$ cat src/rtl/serial_pattern_gen_pkg.sv
// Shared definitions for the serial pattern generator: FSM encoding, the default idle level
// and the len clamp helper.
package serial_pattern_gen_pkg;

  typedef enum logic [1:0] {
    ST_IDLE  = 2'd0,
    ST_SHIFT = 2'd1,
    ST_DONE  = 2'd2
  } state_t;

  localparam logic DEFAULT_IDLE_LEVEL = 1'b1;

  // A len of 0, or any len above the word width, selects the full word.
  function automatic int unsigned eff_len(input int unsigned len, input int unsigned width);
    return ((len == 0) || (len > width)) ? width : len;
  endfunction

endpackage

$ cat src/rtl/serial_pattern_gen_if.sv
// Control and stream bundle between a sequencer (master) and serial_pattern_gen (slave).
interface serial_pattern_gen_if #(
  parameter int WIDTH = 8,
  parameter int LEN_W = 4,
  parameter int CNT_W = 4
);
  logic             start;
  logic             abort;
  logic [WIDTH-1:0] pattern;
  logic [LEN_W-1:0] len;
  logic [CNT_W-1:0] rep;
  logic             out;
  logic             valid;
  logic             busy;
  logic             done;

  modport master (
    output start, abort, pattern, len, rep,
    input  out, valid, busy, done
  );

  modport slave (
    input  start, abort, pattern, len, rep,
    output out, valid, busy, done
  );
endinterface

$ cat src/rtl/serial_pattern_gen_piso_shift_reg.sv
// Parallel-in serial-out register; q is a registered LSB that falls back to IDLE_LEVEL
// on any cycle that neither loads nor shifts.
module piso_shift_reg #(
  parameter int   WIDTH      = 8,
  parameter logic IDLE_LEVEL = 1'b1
) (
  input  logic             clk,
  input  logic             reset,
  input  logic             load,
  input  logic             shift,
  input  logic [WIDTH-1:0] d,
  output logic             q
);

  logic [WIDTH-2:0] sr_reg;
  logic             q_reg;
  logic [WIDTH-2:0] sr_shifted;

  // The bit after q lives in sr_reg[0]; vacated positions fill with the idle level.
  assign sr_shifted = (WIDTH-1)'({IDLE_LEVEL, sr_reg} >> 1);

  always_ff @(posedge clk or posedge reset) begin
    if (reset) begin
      sr_reg <= {(WIDTH-1){IDLE_LEVEL}};
      q_reg  <= IDLE_LEVEL;
    end else if (load) begin
      sr_reg <= d[WIDTH-1:1];
      q_reg  <= d[0];
    end else if (shift) begin
      sr_reg <= sr_shifted;
      q_reg  <= sr_reg[0];
    end else begin
      q_reg  <= IDLE_LEVEL;
    end
  end

  assign q = q_reg;

endmodule

$ cat src/rtl/serial_pattern_gen.sv
// Serial pattern generator: latches a word on start and streams it LSB-first,
// replaying it rep extra times, with registered valid/busy/done status.
module serial_pattern_gen
  import serial_pattern_gen_pkg::*;
#(
  parameter int   WIDTH      = 8,
  parameter int   LEN_W      = 4,
  parameter int   CNT_W      = 4,
  parameter logic IDLE_LEVEL = DEFAULT_IDLE_LEVEL
) (
  input  logic              clk,
  input  logic              reset,
  serial_pattern_gen_if.slave bus
);

  state_t           state_reg, state_next;
  logic [LEN_W-1:0] bit_cnt_reg, bit_cnt_next;
  logic [CNT_W-1:0] rep_cnt_reg, rep_cnt_next;
  logic [LEN_W-1:0] len_lat_reg, len_lat_next;
  logic [CNT_W-1:0] rep_lat_reg, rep_lat_next;
  logic [WIDTH-1:0] pattern_lat_reg, pattern_lat_next;
  logic             valid_reg, valid_next;
  logic             busy_reg, busy_next;
  logic             done_reg, done_next;

  logic             sr_load;
  logic             sr_shift;
  logic [WIDTH-1:0] sr_d;
  logic             sr_q;
  logic [LEN_W-1:0] len_eff_in;
  logic             last_bit;

  assign len_eff_in = LEN_W'(eff_len(32'(bus.len), WIDTH));
  assign last_bit   = (bit_cnt_reg == (len_lat_reg - LEN_W'(1)));

  always_ff @(posedge clk or posedge reset) begin
    if (reset) begin
      state_reg       <= ST_IDLE;
      bit_cnt_reg     <= '0;
      rep_cnt_reg     <= '0;
      len_lat_reg     <= '0;
      rep_lat_reg     <= '0;
      pattern_lat_reg <= '0;
      valid_reg       <= 1'b0;
      busy_reg        <= 1'b0;
      done_reg        <= 1'b0;
    end else begin
      state_reg       <= state_next;
      bit_cnt_reg     <= bit_cnt_next;
      rep_cnt_reg     <= rep_cnt_next;
      len_lat_reg     <= len_lat_next;
      rep_lat_reg     <= rep_lat_next;
      pattern_lat_reg <= pattern_lat_next;
      valid_reg       <= valid_next;
      busy_reg        <= busy_next;
      done_reg        <= done_next;
    end
  end

  always_comb begin
    state_next       = state_reg;
    bit_cnt_next     = bit_cnt_reg;
    rep_cnt_next     = rep_cnt_reg;
    len_lat_next     = len_lat_reg;
    rep_lat_next     = rep_lat_reg;
    pattern_lat_next = pattern_lat_reg;
    valid_next       = 1'b0;
    busy_next        = 1'b0;
    done_next        = 1'b0;
    sr_load          = 1'b0;
    sr_shift         = 1'b0;
    sr_d             = pattern_lat_reg;

    case (state_reg)
      ST_IDLE: begin
        // abort outranks a simultaneous start
        if (bus.start && !bus.abort) begin
          state_next       = ST_SHIFT;
          pattern_lat_next = bus.pattern;
          len_lat_next     = len_eff_in;
          rep_lat_next     = bus.rep;
          bit_cnt_next     = '0;
          rep_cnt_next     = '0;
          sr_load          = 1'b1;
          sr_d             = bus.pattern;
          valid_next       = 1'b1;
          busy_next        = 1'b1;
        end
      end

      ST_SHIFT: begin
        if (bus.abort) begin
          state_next   = ST_IDLE;
          bit_cnt_next = '0;
          rep_cnt_next = '0;
        end else if (last_bit) begin
          // Compare before increment so rep_cnt can never wrap.
          if (rep_cnt_reg < rep_lat_reg) begin
            sr_load      = 1'b1;
            bit_cnt_next = '0;
            rep_cnt_next = rep_cnt_reg + CNT_W'(1);
            valid_next   = 1'b1;
            busy_next    = 1'b1;
          end else begin
            state_next   = ST_DONE;
            bit_cnt_next = '0;
            rep_cnt_next = '0;
            done_next    = 1'b1;
          end
        end else begin
          sr_shift     = 1'b1;
          bit_cnt_next = bit_cnt_reg + LEN_W'(1);
          valid_next   = 1'b1;
          busy_next    = 1'b1;
        end
      end

      ST_DONE: begin
        state_next = ST_IDLE;
      end

      default: begin
        state_next = ST_IDLE;
      end
    endcase
  end

  piso_shift_reg #(
    .WIDTH      (WIDTH),
    .IDLE_LEVEL (IDLE_LEVEL)
  ) u_piso (
    .clk   (clk),
    .reset (reset),
    .load  (sr_load),
    .shift (sr_shift),
    .d     (sr_d),
    .q     (sr_q)
  );

  assign bus.out   = sr_q;
  assign bus.valid = valid_reg;
  assign bus.busy  = busy_reg;
  assign bus.done  = done_reg;

endmodule
$ cat src/flat_wrapper.sv
// flat-port wrapper written by rule: the top's interface ports become plain ports
module serial_pattern_gen_flat import serial_pattern_gen_pkg::*;
#(
  parameter int   WIDTH      = 8,
  parameter int   LEN_W      = 4,
  parameter int   CNT_W      = 4,
  parameter logic IDLE_LEVEL = DEFAULT_IDLE_LEVEL
)
  (clk, reset, bus_start, bus_abort, bus_pattern, bus_len, bus_rep, bus_out, bus_valid, bus_busy, bus_done);
  serial_pattern_gen_if #(.WIDTH(WIDTH), .LEN_W(LEN_W), .CNT_W(CNT_W)) bus_i ();
  input  logic clk;
  input  logic reset;
  input wire logic [$bits(bus_i.start)-1:0] bus_start;
  input wire logic [$bits(bus_i.abort)-1:0] bus_abort;
  input wire logic [$bits(bus_i.pattern)-1:0] bus_pattern;
  input wire logic [$bits(bus_i.len)-1:0] bus_len;
  input wire logic [$bits(bus_i.rep)-1:0] bus_rep;
  output wire logic [$bits(bus_i.out)-1:0] bus_out;
  output wire logic [$bits(bus_i.valid)-1:0] bus_valid;
  output wire logic [$bits(bus_i.busy)-1:0] bus_busy;
  output wire logic [$bits(bus_i.done)-1:0] bus_done;
  assign bus_i.start = bus_start;
  assign bus_i.abort = bus_abort;
  assign bus_i.pattern = bus_pattern;
  assign bus_i.len = bus_len;
  assign bus_i.rep = bus_rep;
  assign bus_out = bus_i.out;
  assign bus_valid = bus_i.valid;
  assign bus_busy = bus_i.busy;
  assign bus_done = bus_i.done;
  serial_pattern_gen #(.WIDTH(WIDTH), .LEN_W(LEN_W), .CNT_W(CNT_W), .IDLE_LEVEL(IDLE_LEVEL)) u_core (.clk(clk), .reset(reset), .bus(bus_i));
endmodule
$ cat config.mk
export PLATFORM = sky130hd
export DESIGN_NAME = serial_pattern_gen_flat
export DESIGN_NICKNAME = d
export VERILOG_FILES = /design/src/rtl/serial_pattern_gen_pkg.sv /design/src/rtl/serial_pattern_gen_if.sv /design/src/rtl/serial_pattern_gen_piso_shift_reg.sv /design/src/rtl/serial_pattern_gen.sv /design/src/flat_wrapper.sv
export SDC_FILE = /design/constraint.sdc
export NUM_CORES = 1
export LEC_CHECK = 0
export BUFFER_PORTS_ARGS = -buffer_cell sky130_fd_sc_hd__buf_4
export CAP_MARGIN = 20
export CORE_MARGIN = 4
export CORE_UTILIZATION = 30
export CTS_BUF_LIST = sky130_fd_sc_hd__clkbuf_4 sky130_fd_sc_hd__clkbuf_8
export DETAILED_ROUTE_END_ITERATION = 6
export SLEW_MARGIN = 40
export SYNTH_ARGS = -nofsm -noshare
export SYNTH_HDL_FRONTEND = slang
export SYNTH_SLANG_ARGS = --single-unit
$ cat constraint.sdc
create_clock -name clk -period 2.1 [get_ports clk]
set_input_delay 0.105 -clock clk [delete_from_list [all_inputs] [get_ports clk]]
set_output_delay 0.105 -clock clk [all_outputs]
set_load 0.02 [all_outputs]
==> impl_metrics.tcl, run 1 <==
set metrics [dict create \
    status "completed" \
    vias_per_cell 4.83 \
    core-area_um2 5610 \
    grt_start_max_net_pins 37 \
    cts.htree.levels 2 \
    dr.pass1.iters 4 \
    cts.clk_slew.worst_paths_ns 0.07 \
    routabilityCongestion 0.711 \
    final_antenna_net_count 0 \
    rsz0062_at_grt "no" \
    yosys_warnings 0 \
    maxCapViolCount 0 \
    nets 214 \
    syn2layout_area_growth_pct 25.7 \
    synth_seq_cells 36 \
    wl_um 3470 \
    routed-via-count 1257 \
    routed-wl-met3_um 168 \
    synthTopCellsByArea "dfrtp_1 (40%), dfstp_2 (12%), mux2_2 (6.4%), ha_1 (4.3%), o21ai_0 (3.1%)" \
    drc 0 \
    routedWlPerCell_um 13.3 \
    wirelength_met1_um 1680 \
    finalClockSkew_ns 0.00484 \
    hpwlAfterDp_um 2340 \
    leakage_uw 0.000975 \
    period_share_pct 93.7 \
    syn_area_um2 1770 \
    fmax_mhz 508 \
    worst-path-max-fanout 10 \
    yosysMostFrequentCell "dfrtp_1" \
    postSynthAreaPerCell_um2 11.3 \
    synth-seq-area-share_pct 51.6 \
    antenna_found_initial 0 \
    async_reset_ff_share_pct 100 \
    grt.overflow.total 0 \
    start_kind "flip-flop" \
    insertion_delay_ns 0.29 \
    drt_iter0_markers 57 \
    numPortBuffers 23 \
    ioPinCount 24 \
    crit_type "reg2reg" \
    max_slew_margin_pct 61.6 \
    highest_layer "met4" \
    ys_top_cells_by_count "dfrtp_1 (28), inv_1 (14), o21ai_0 (11)" \
    setup_viol 0 \
    drive_above_1_share_pct 38.8 \
    finalSetupTns_ns 0 \
    num-fill-cells 565 \
    num_rows 27 \
    wl_met2_um 1570 \
    fp.dieW_um 84.7 \
    max-vdd-ir-drop_uv 318 \
    start_util_pct 31.5 \
    cp.arrival_ns 2.18 \
    syn_inst 156 \
    synth_ff_type "dfrtp_1" \
    end_kind "flip-flop" \
    synth_edf_count 0 \
    synth_nets 182 \
    power_density_nw_per_um2 913 \
    hold_path_class "in2reg" \
    antenna_cells 0 \
    cts_tree "yes" \
    drv_slew 0 \
    cts_buffers 5 \
    period_minus_slack_ns 1.97 \
    largest_reg_flops 8 \
    clock_sinks 36 \
    yosysUniqueCellTypes 43 \
    root_buffer "clkbuf_8" \
    grt_first_pass_wirelength_um 5910 \
    grt_usage_pct 10.3 \
    die-area_um2 7180 \
    tightest_slew_ns 0.575 \
    worstPathRequired_ns 2.32 \
    finalPower_uw 2020 \
    die_y_um 84.7 \
    grt_pass1_vias 1286 \
    synth.top_cell.area_share_pct 39.7 \
    synth_area_leader_cell "dfrtp_1" \
    hold_violations 0 \
    clk_path_buf_depth 2 \
]
[logic make-up (layout without fill, tap and decap cells)]
family	count (synthesis)	in the layout	share of synthesized area (%)
AO/OA/AOI/OAI	40	40	16.7
XOR/XNOR	6	6	3.40
adder cells (fa/ha/maj)	6	6	4.25
buffers and inverters	20	52	5.10
flip-flops	36	36	51.6
multiplexers	10	10	6.38
AND/OR/NAND/NOR	38	38	12.6
[critical path, cell delays in order (launching register included)]
cell	delay, ns
dfrtp_1	0.37
inv_1	0.06
ha_1	0.19
xnor2_1	0.14
xnor2_1	0.17
nor4_4	0.29
buf_6	0.17
nand2_4	0.11
a21o_1	0.24
o22a_1	0.17
[routing by layer]
| layer | vias up | GRT usage, % |
|---|---|---|
| met4 | 0 | 4.46 |
| met3 | 8 | 3.43 |
| met2 | 28 | 15.9 |
| met1 | 602 | 13.2 |
| met5 | - | 0 |
| li1 | 619 | - |
[timing repair]
item	CTS	global route
gates resized for setup	0	10
setup buffers	0	2
hold buffers	1	0
endpoints found under the setup margin	0	15
hold endpoints to repair	28	0
[stage by stage]
stage	setup WS, ns	instance area, µm²	util (%)	hold slack, ns	cells
5_1_grt	0.00361	2220	39.6	0.0267	260
3_3_place_gp	0.0581	2050	36.5	0.248	250
2_1_floorplan	0.141	1770	-	0.222	156
4_1_cts	0.0198	2160	38.4	0.00962	258
3_5_place_dp	0.0490	2050	36.5	0.254	250
6_report	0.132	2220	39.6	0.0178	260
[cell type report]
cell class                 instances  area [µm²]  area share [%]
multi-input combinational        100         817            36.8
tap                               72        90.1            4.06
clock buffer                       7        96.3            4.34
sequential                        36         911            41.1
timing repair buffer              31         251            11.3
inverter                          14        52.6            2.37
[placed cells by master (no fill, tap or decap), types with 5 or more instances in the layout]
cell type and instances:
buf_4 28, dfrtp_1 28, inv_1 14, o21ai_0 11, mux2_2 10, nand2_1 9
dfstp_2 8, nor2_1 7, clkbuf_8 7, ha_1 6, xnor2_1 5, a211oi_2 5
[report_power, final]
part | switching (µW) | internal, µW | total (µW)
clock | 238 | 292 | 530
sequential | 83.5 | 871 | 954
combinational | 263 | 277 | 540
total | 584 | 1440 | 2020
[final timing paths]
kind | startpoint | endpoint | slack [ns] | cells past startpoint
max | u_core.len_lat_reg[1] | u_core.u_piso.sr_reg[6] | 0.13 | 9
min | bus_rep[1] | u_core.rep_lat_reg[1] | 0.02 | 3
max reg2reg | u_core.len_lat_reg[1] | u_core.u_piso.sr_reg[6] | 0.13 | 9
min reg2reg | u_core.pattern_lat_reg[2] | u_core.pattern_lat_reg[2] | 0.50 | 1
max in group asynchronous | reset | u_core.u_piso.sr_reg[6] | 1.27 | 4
min in group asynchronous | reset | u_core.pattern_lat_reg[2] | 0.48 | 4
No activity file was read; power rests on OpenSTA's default activity.
==> run 2, diff against run 1 <==
CELL_PAD_IN_SITES_DETAIL_PLACEMENT = 0   (was unset)
CELL_PAD_IN_SITES_GLOBAL_PLACEMENT = 1   (was unset)
PLACE_DENSITY_LB_ADDON = 0.1   (was unset)
clock period = 1.9 ns   (was 2.1 ns; I/O delays follow)
==> run 2 against run 1 <==
Against the previous run:
- the flow now finishes with violations (negative setup slack)
- cell count rose by 8.1%
- combinational power rose by 54%
- via count rose by 10%
- core utilization rose by 5.4 points
- sequential power rose by 11%
- first-iteration DRC count rose by 47%
- setup slack got worse by 0.17 ns
- highest routed layer unchanged
- largest cell class is now multi-input gates
- clock power rose by 39%
- count of clock-buffer cells in the layout did not move
- wire length rose by 23%
- global-route usage rose by 2.4 points
==> impl_metrics.tcl, run 2 (synthesized netlist as in run 1, its figures left out) <==
set metrics [dict create \
    worst-path-max-fanout 8 \
    drv_slew 0 \
    finalClockSkew_ns 0.00996 \
    combPwrFrac_pct 31.6 \
    cp.arrival_ns 2.17 \
    final_antenna_net_count 0 \
    crit_start "u_core.len_lat_reg[1]" \
    grt_usage_pct 12.8 \
    ioPinCount 24 \
    power.share.switching_pct 28.5 \
    clk_path_buf_depth 2 \
    dr.pass1.iters 4 \
    setup_viol 7 \
    largest_reg_flops 8 \
    switching_power_uw 750 \
    p_int_uw 1880 \
    drc 0 \
    finalInstanceArea_um2 2520 \
    max_slew_margin_pct 56.1 \
    cp_cell_sequence "inv_2 -> ha_4 -> xnor2_2 -> nor4_4 -> buf_6 -> nand2_2 -> buf_6 -> a211oi_2 -> a221o_1" \
    slowest_delay_ns 0.41 \
    final_cell_mix "buf_4 (46), dfrtp_1 (28), inv_1 (12)" \
    drt_iter0_markers 84 \
    hold_path_class "in2reg" \
    setup_ws_ns -0.0362 \
    hold_violations 0 \
    insertion_delay_ns 0.29 \
    nets 234 \
    fmax_mhz 516 \
    grt_pass1_vias 1478 \
    grt_start_max_net_pins 37 \
    end_kind "flip-flop" \
    grt.overflow.total 0 \
    timing.critical_path.to "u_core.u_piso.sr_reg[0]" \
    routedWlPerCell_um 15.2 \
    start_util_pct 31.5 \
    start_kind "flip-flop" \
    cts_buffers 5 \
    cts.htree.levels 2 \
    period_minus_slack_ns 1.94 \
    fp.dieW_um 84.7 \
    numPortBuffers 23 \
    vias_per_cell 4.93 \
    pre_cts_ws_ns -0.224 \
    critical-path-top-delay-family "buffers and inverters" \
    rsz0062_at_grt "yes" \
    p_clk_share_pct 28.0 \
    syn2layout_area_growth_pct 42.7 \
    finalNonFillerCells 281 \
    num_rows 27 \
    num-fill-cells 559 \
    seq_power_share_pct 40.4 \
    reg2reg_slack_ns -0.04 \
    numPlacedInstances 266 \
    wl_um 4260 \
    crit_slowest_cell "dfrtp_1" \
    worst-path-stages 9 \
    violations "negative setup slack" \
    final_common_cell "buf_4" \
    r2r_start "u_core.len_lat_reg[1]" \
    die_y_um 84.7 \
    regToRegEndpoint "u_core.u_piso.sr_reg[0]" \
    core-area_um2 5610 \
    routed-via-count 1386 \
    routabilityCongestion 0.763 \
    r2r_cells 9 \
    cts.clk_slew.worst_paths_ns 0.07 \
    cts_tree "yes" \
    max-vdd-ir-drop_uv 357 \
    period_share_pct 102 \
    root_buffer "clkbuf_8" \
    power_density_nw_per_um2 1040 \
    leakage_uw 0.00111 \
    maxCapViolCount 0 \
    worstPathRequired_ns 2.13 \
    crit_top_cell "buf_6" \
    dpl-instance-area_um2 2190 \
    min_from "bus_rep[1]" \
    crit_type "reg2reg" \
    status "finished, violations left" \
    grt_first_pass_wirelength_um 7160 \
    timing.critical_path.buf_inv 3 \
    antenna_found_initial 0 \
    antenna_cells 0 \
    hpwlAfterDp_um 2840 \
    drive_above_1_share_pct 53.1 \
    clock_sinks 36 \
    tightest_slew_ns 0.659 \
    die-area_um2 7180 \
]
## run 2: cell count changes in the layout (fill, tap and decap cells not counted), moves of 2 or more
cell	change
o21ai_1	+2
inv_1	-2
ha_4	+2
o21ai_0	-3
buf_4	+18
xnor2_1	-4
ha_1	-2
buf_6	+2
inv_2	+2
xnor2_2	+3
## run 2: worst min-delay path by stage
| stage | end | slack [ns] | depth (start not counted) |
|---|---|---|---|
| 6_report | u_core.rep_lat_reg[1] | 0.02 | 3 |
| 5_1_grt | u_core.rep_lat_reg[1] | 0.02 | 3 |
| 4_1_cts | u_core.rep_lat_reg[1] | 0.009 | 3 |
| 3_5_place_dp | u_core.pattern_lat_reg[1] | 0.24 | 3 |
| 3_3_place_gp | u_core.pattern_lat_reg[1] | 0.23 | 3 |
| 2_1_floorplan | u_core.rep_lat_reg[1] | 0.21 | 2 |
## run 2: power by group through the flow
stage          sequential, µW  clock (µW)  combinational (µW)
2_1_floorplan            1060           0                 450
3_3_place_gp             1060           0                 664
3_5_place_dp             1070           0                 675
4_1_cts                  1060         757                 800
5_1_grt                  1080         799                 913
6_report                 1060         737                 831
## run 2: through the flow
stage | power, µW | utilization [%] | hold WS (ns) | TNS (ns)
after CTS | 2620 | 44.4 | 0.00900 | 0
after global routing | 2800 | 44.9 | 0.0199 | -1.35
after detailed placement | 1740 | 39.0 | 0.243 | -3.08
final | 2630 | 44.9 | 0.0185 | -0.136
after floorplan | 1510 | - | 0.212 | -0.297
after global placement | 1720 | 39.0 | 0.232 | -1.61
## run 2: cell type report
type                    count  area (µm²)  area share [%]
well taps                  72        90.1            3.57
repair buffers             51         409            16.2
inverters                  14        52.6            2.09
clock buffers               7        96.3            3.82
clock inverters             1        30.0            1.19
multi-input cells         100         931            36.9
flip-flops and latches     36         911            36.1
## run 2: worst min-delay path, cell delays in order
cell	delay [ns]
buf_4	0.07
nand2_1	0.03
o21ai_0	0.06
## run 2: per-layer routing
layer	track usage (%)	share of wire, %	routed length (µm)
met1	16.4	46	1970
met2	20.8	49	2090
met3	3.43	3.3	141
met4	4.17	1.3	55
met5	0	0	0
## run 2: timing repair
action                                  4_1_cts  5_1_grt
pin swaps                                     7        2
gates resized for setup                      25        8
endpoints found under the setup margin       20       16
hold endpoints to repair                     28        0
setup buffers                                 5        1
hold buffers                                  1        0
==> run 3, diff against run 2 <==
BUFFER_PORTS_ARGS = -buffer_cell sky130_fd_sc_hd__buf_2   (was -buffer_cell sky130_fd_sc_hd__buf_4)
==> run 3 against run 2 <==
Against the previous run:
- the flow now finishes without violations
- wire length fell by 2.4%
- count of clock-buffer cells in the layout did not move
- register-to-register slack improved by 0.04 ns
- hold slack got worse by 0.0058 ns
- global-route usage fell by 0.29 points
- core utilization fell by 1.1 points
- first-iteration DRC count did not move
- clock power fell by 26%
- non-clock buffer count rose by 1
- via count fell by 1.0%
- critical endpoint is now u_core.u_piso.sr_reg[3]
- largest cell class unchanged
==> impl_metrics.tcl, run 3 (synthesized netlist as in run 1, its figures left out) <==
set metrics [dict create \
    grt_usage_pct 12.5 \
    reg2reg_slack_ns 0.007 \
    core-area_um2 5610 \
    numPlacedInstances 272 \
    wl_um 4160 \
    power_density_nw_per_um2 987 \
    worst-path-stages 7 \
    die_y_um 84.7 \
    grt_start_max_net_pins 37 \
    max_slew_margin_pct 54.4 \
    p_clk_share_pct 22.6 \
    antenna_cells 0 \
    wirelength_met1_um 1970 \
    power.share.switching_pct 30.6 \
    routabilityCongestion 0.779 \
    leakage_uw 0.00110 \
    cp_cell_sequence "ha_1 -> a2111oi_2 -> buf_4 -> or3_4 -> nand2_4 -> o21bai_4 -> a221o_2" \
    finalNonFillerCells 284 \
    fmax_mhz 528 \
    start_util_pct 31.5 \
    p_int_uw 1680 \
    crit_slowest_cell "dfrtp_1" \
    cts.clk_slew.worst_paths_ns 0.08 \
    finalClockSkew_ns 0.0121 \
    tightest_slew_ns 0.684 \
    period_minus_slack_ns 1.89 \
    start_kind "flip-flop" \
    drt_iter0_markers 84 \
    cts.htree.levels 2 \
    finalPower_uw 2430 \
    cts_buffers 5 \
    numPortBuffers 23 \
    hold_path_class "in2reg" \
    status "completed" \
    hold_ws_ns 0.0127 \
    min_from "bus_rep[3]" \
    final_cell_mix "dfrtp_1 (28), buf_4 (25), buf_2 (23)" \
    routedWlPerCell_um 14.6 \
    highest_layer "met4" \
    cts_tree "yes" \
    period_share_pct 99.6 \
    ioPinCount 24 \
    clk_path_buf_depth 2 \
    regToRegEndpoint "u_core.u_piso.sr_reg[3]" \
    critical-path-top-delay-family "compound AO/OA/AOI/OAI gates" \
    vias_per_cell 4.83 \
    switching_power_uw 742 \
    end_kind "flip-flop" \
    final_common_cell "dfrtp_1" \
    hpwlAfterDp_um 2800 \
    worst-path-max-fanout 6 \
    drv_slew 0 \
    grt.overflow.total 0 \
    insertion_delay_ns 0.29 \
    antenna_found_initial 0 \
    die-area_um2 7180 \
    clock_sinks 36 \
    num_rows 27 \
    worstPathRequired_ns 2.11 \
    nets 237 \
    cp.arrival_ns 2.10 \
    grt_first_pass_wirelength_um 7270 \
    min_path_cells 3 \
    crit_type "reg2reg" \
    grt_pass1_vias 1528 \
    drc 0 \
    wl_met2_um 2010 \
    rsz0062_at_grt "yes" \
    min_to "u_core.rep_lat_reg[3]" \
    final_util_pct 43.8 \
    setup_viol 0 \
    syn2layout_area_growth_pct 39.1 \
    seq_power_share_pct 43.1 \
    fp.dieW_um 84.7 \
    hold_violations 0 \
    dr.pass1.iters 4 \
    routed-wl-met3_um 136 \
    root_buffer "clkbuf_8" \
    timing.critical_path.buf_inv 1 \
    max-vdd-ir-drop_uv 393 \
    r2r_start "u_core.rep_cnt_reg[1]" \
    routed-via-count 1372 \
    drive_above_1_share_pct 55.2 \
    combPwrFrac_pct 34.3 \
    slowest_delay_ns 0.39 \
    largest_reg_flops 8 \
    maxCapViolCount 0 \
    final_antenna_net_count 0 \
    r2r_cells 7 \
]
[run 3: cell count changes in the layout (fill, tap and decap cells not counted), moves of 2 or more]
cell,change
clkbuf_4,+2
o21ai_0,-2
buf_4,-21
o21ai_1,+2
clkbuf_8,-2
buf_2,+23
[run 3: metrics by stage]
step / setup TNS (ns) / setup WS (ns) / area, µm²
floorplan: -0.297 / -0.0386 / 1780
global placement: -1.34 / -0.127 / 2170
detailed placement: -1.34 / -0.221 / 2170
CTS: -0.0112 / -0.00458 / 2410
global route: -0.900 / -0.100 / 2460
finish: 0 / 0.00725 / 2460
[run 3: per-layer routing]
layer / GRT usage [%] / up-vias
li1: - / 679
met1: 16.6 / 667
met5: 0 / -
met2: 19.6 / 22
met4: 4.03 / 0
met3: 3.34 / 4
[run 3: power by group through the flow]
stage          sequential [µW]  combinational (µW)  clock, µW
2_1_floorplan             1060                 450          0
3_3_place_gp              1050                 669          0
3_5_place_dp              1050                 684          0
4_1_cts                   1050                 795        569
5_1_grt                   1070                 914        603
6_report                  1050                 832        548
[run 3: worst register-to-register path, stage by stage (launching register included)]
cell and delay (ns):
dfrtp_1 0.39, ha_1 0.31, a2111oi_2 0.07, buf_4 0.15
or3_4 0.35, nand2_4 0.09, o21bai_4 0.10, a221o_2 0.37
[run 3: what timing repair did]
item                       CTS  global route
hold buffers                 1             0
hold endpoints to repair    28             0
gates cloned                 2             0
buffers inserted             0             1
setup endpoints to repair   18            18
pin swaps                    9            16
gates resized for setup     28            12
[run 3: worst max-delay path by stage]
stage	from	to	slack, ns
4_1_cts	u_core.len_lat_reg[0]	u_core.u_piso.sr_reg[0]	-0.005
3_5_place_dp	u_core.len_lat_reg[0]	u_core.bit_cnt_reg[3]	-0.22
3_3_place_gp	u_core.rep_cnt_reg[1]	u_core.u_piso.sr_reg[1]	-0.13
6_report	u_core.rep_cnt_reg[1]	u_core.u_piso.sr_reg[3]	0.007
2_1_floorplan	u_core.len_lat_reg[0]	u_core.u_piso.sr_reg[1]	-0.04
5_1_grt	u_core.len_lat_reg[1]	u_core.u_piso.sr_reg[1]	-0.10
[run 3: final cells by class]
type	instances	area, µm²
flip-flops and latches	36	911
fillers	562	3150
well taps	72	90.1
clock inverters	1	5.00
multi-input cells	102	958
inverters	14	52.6
repair buffers	52	355
clock buffers	7	83.8
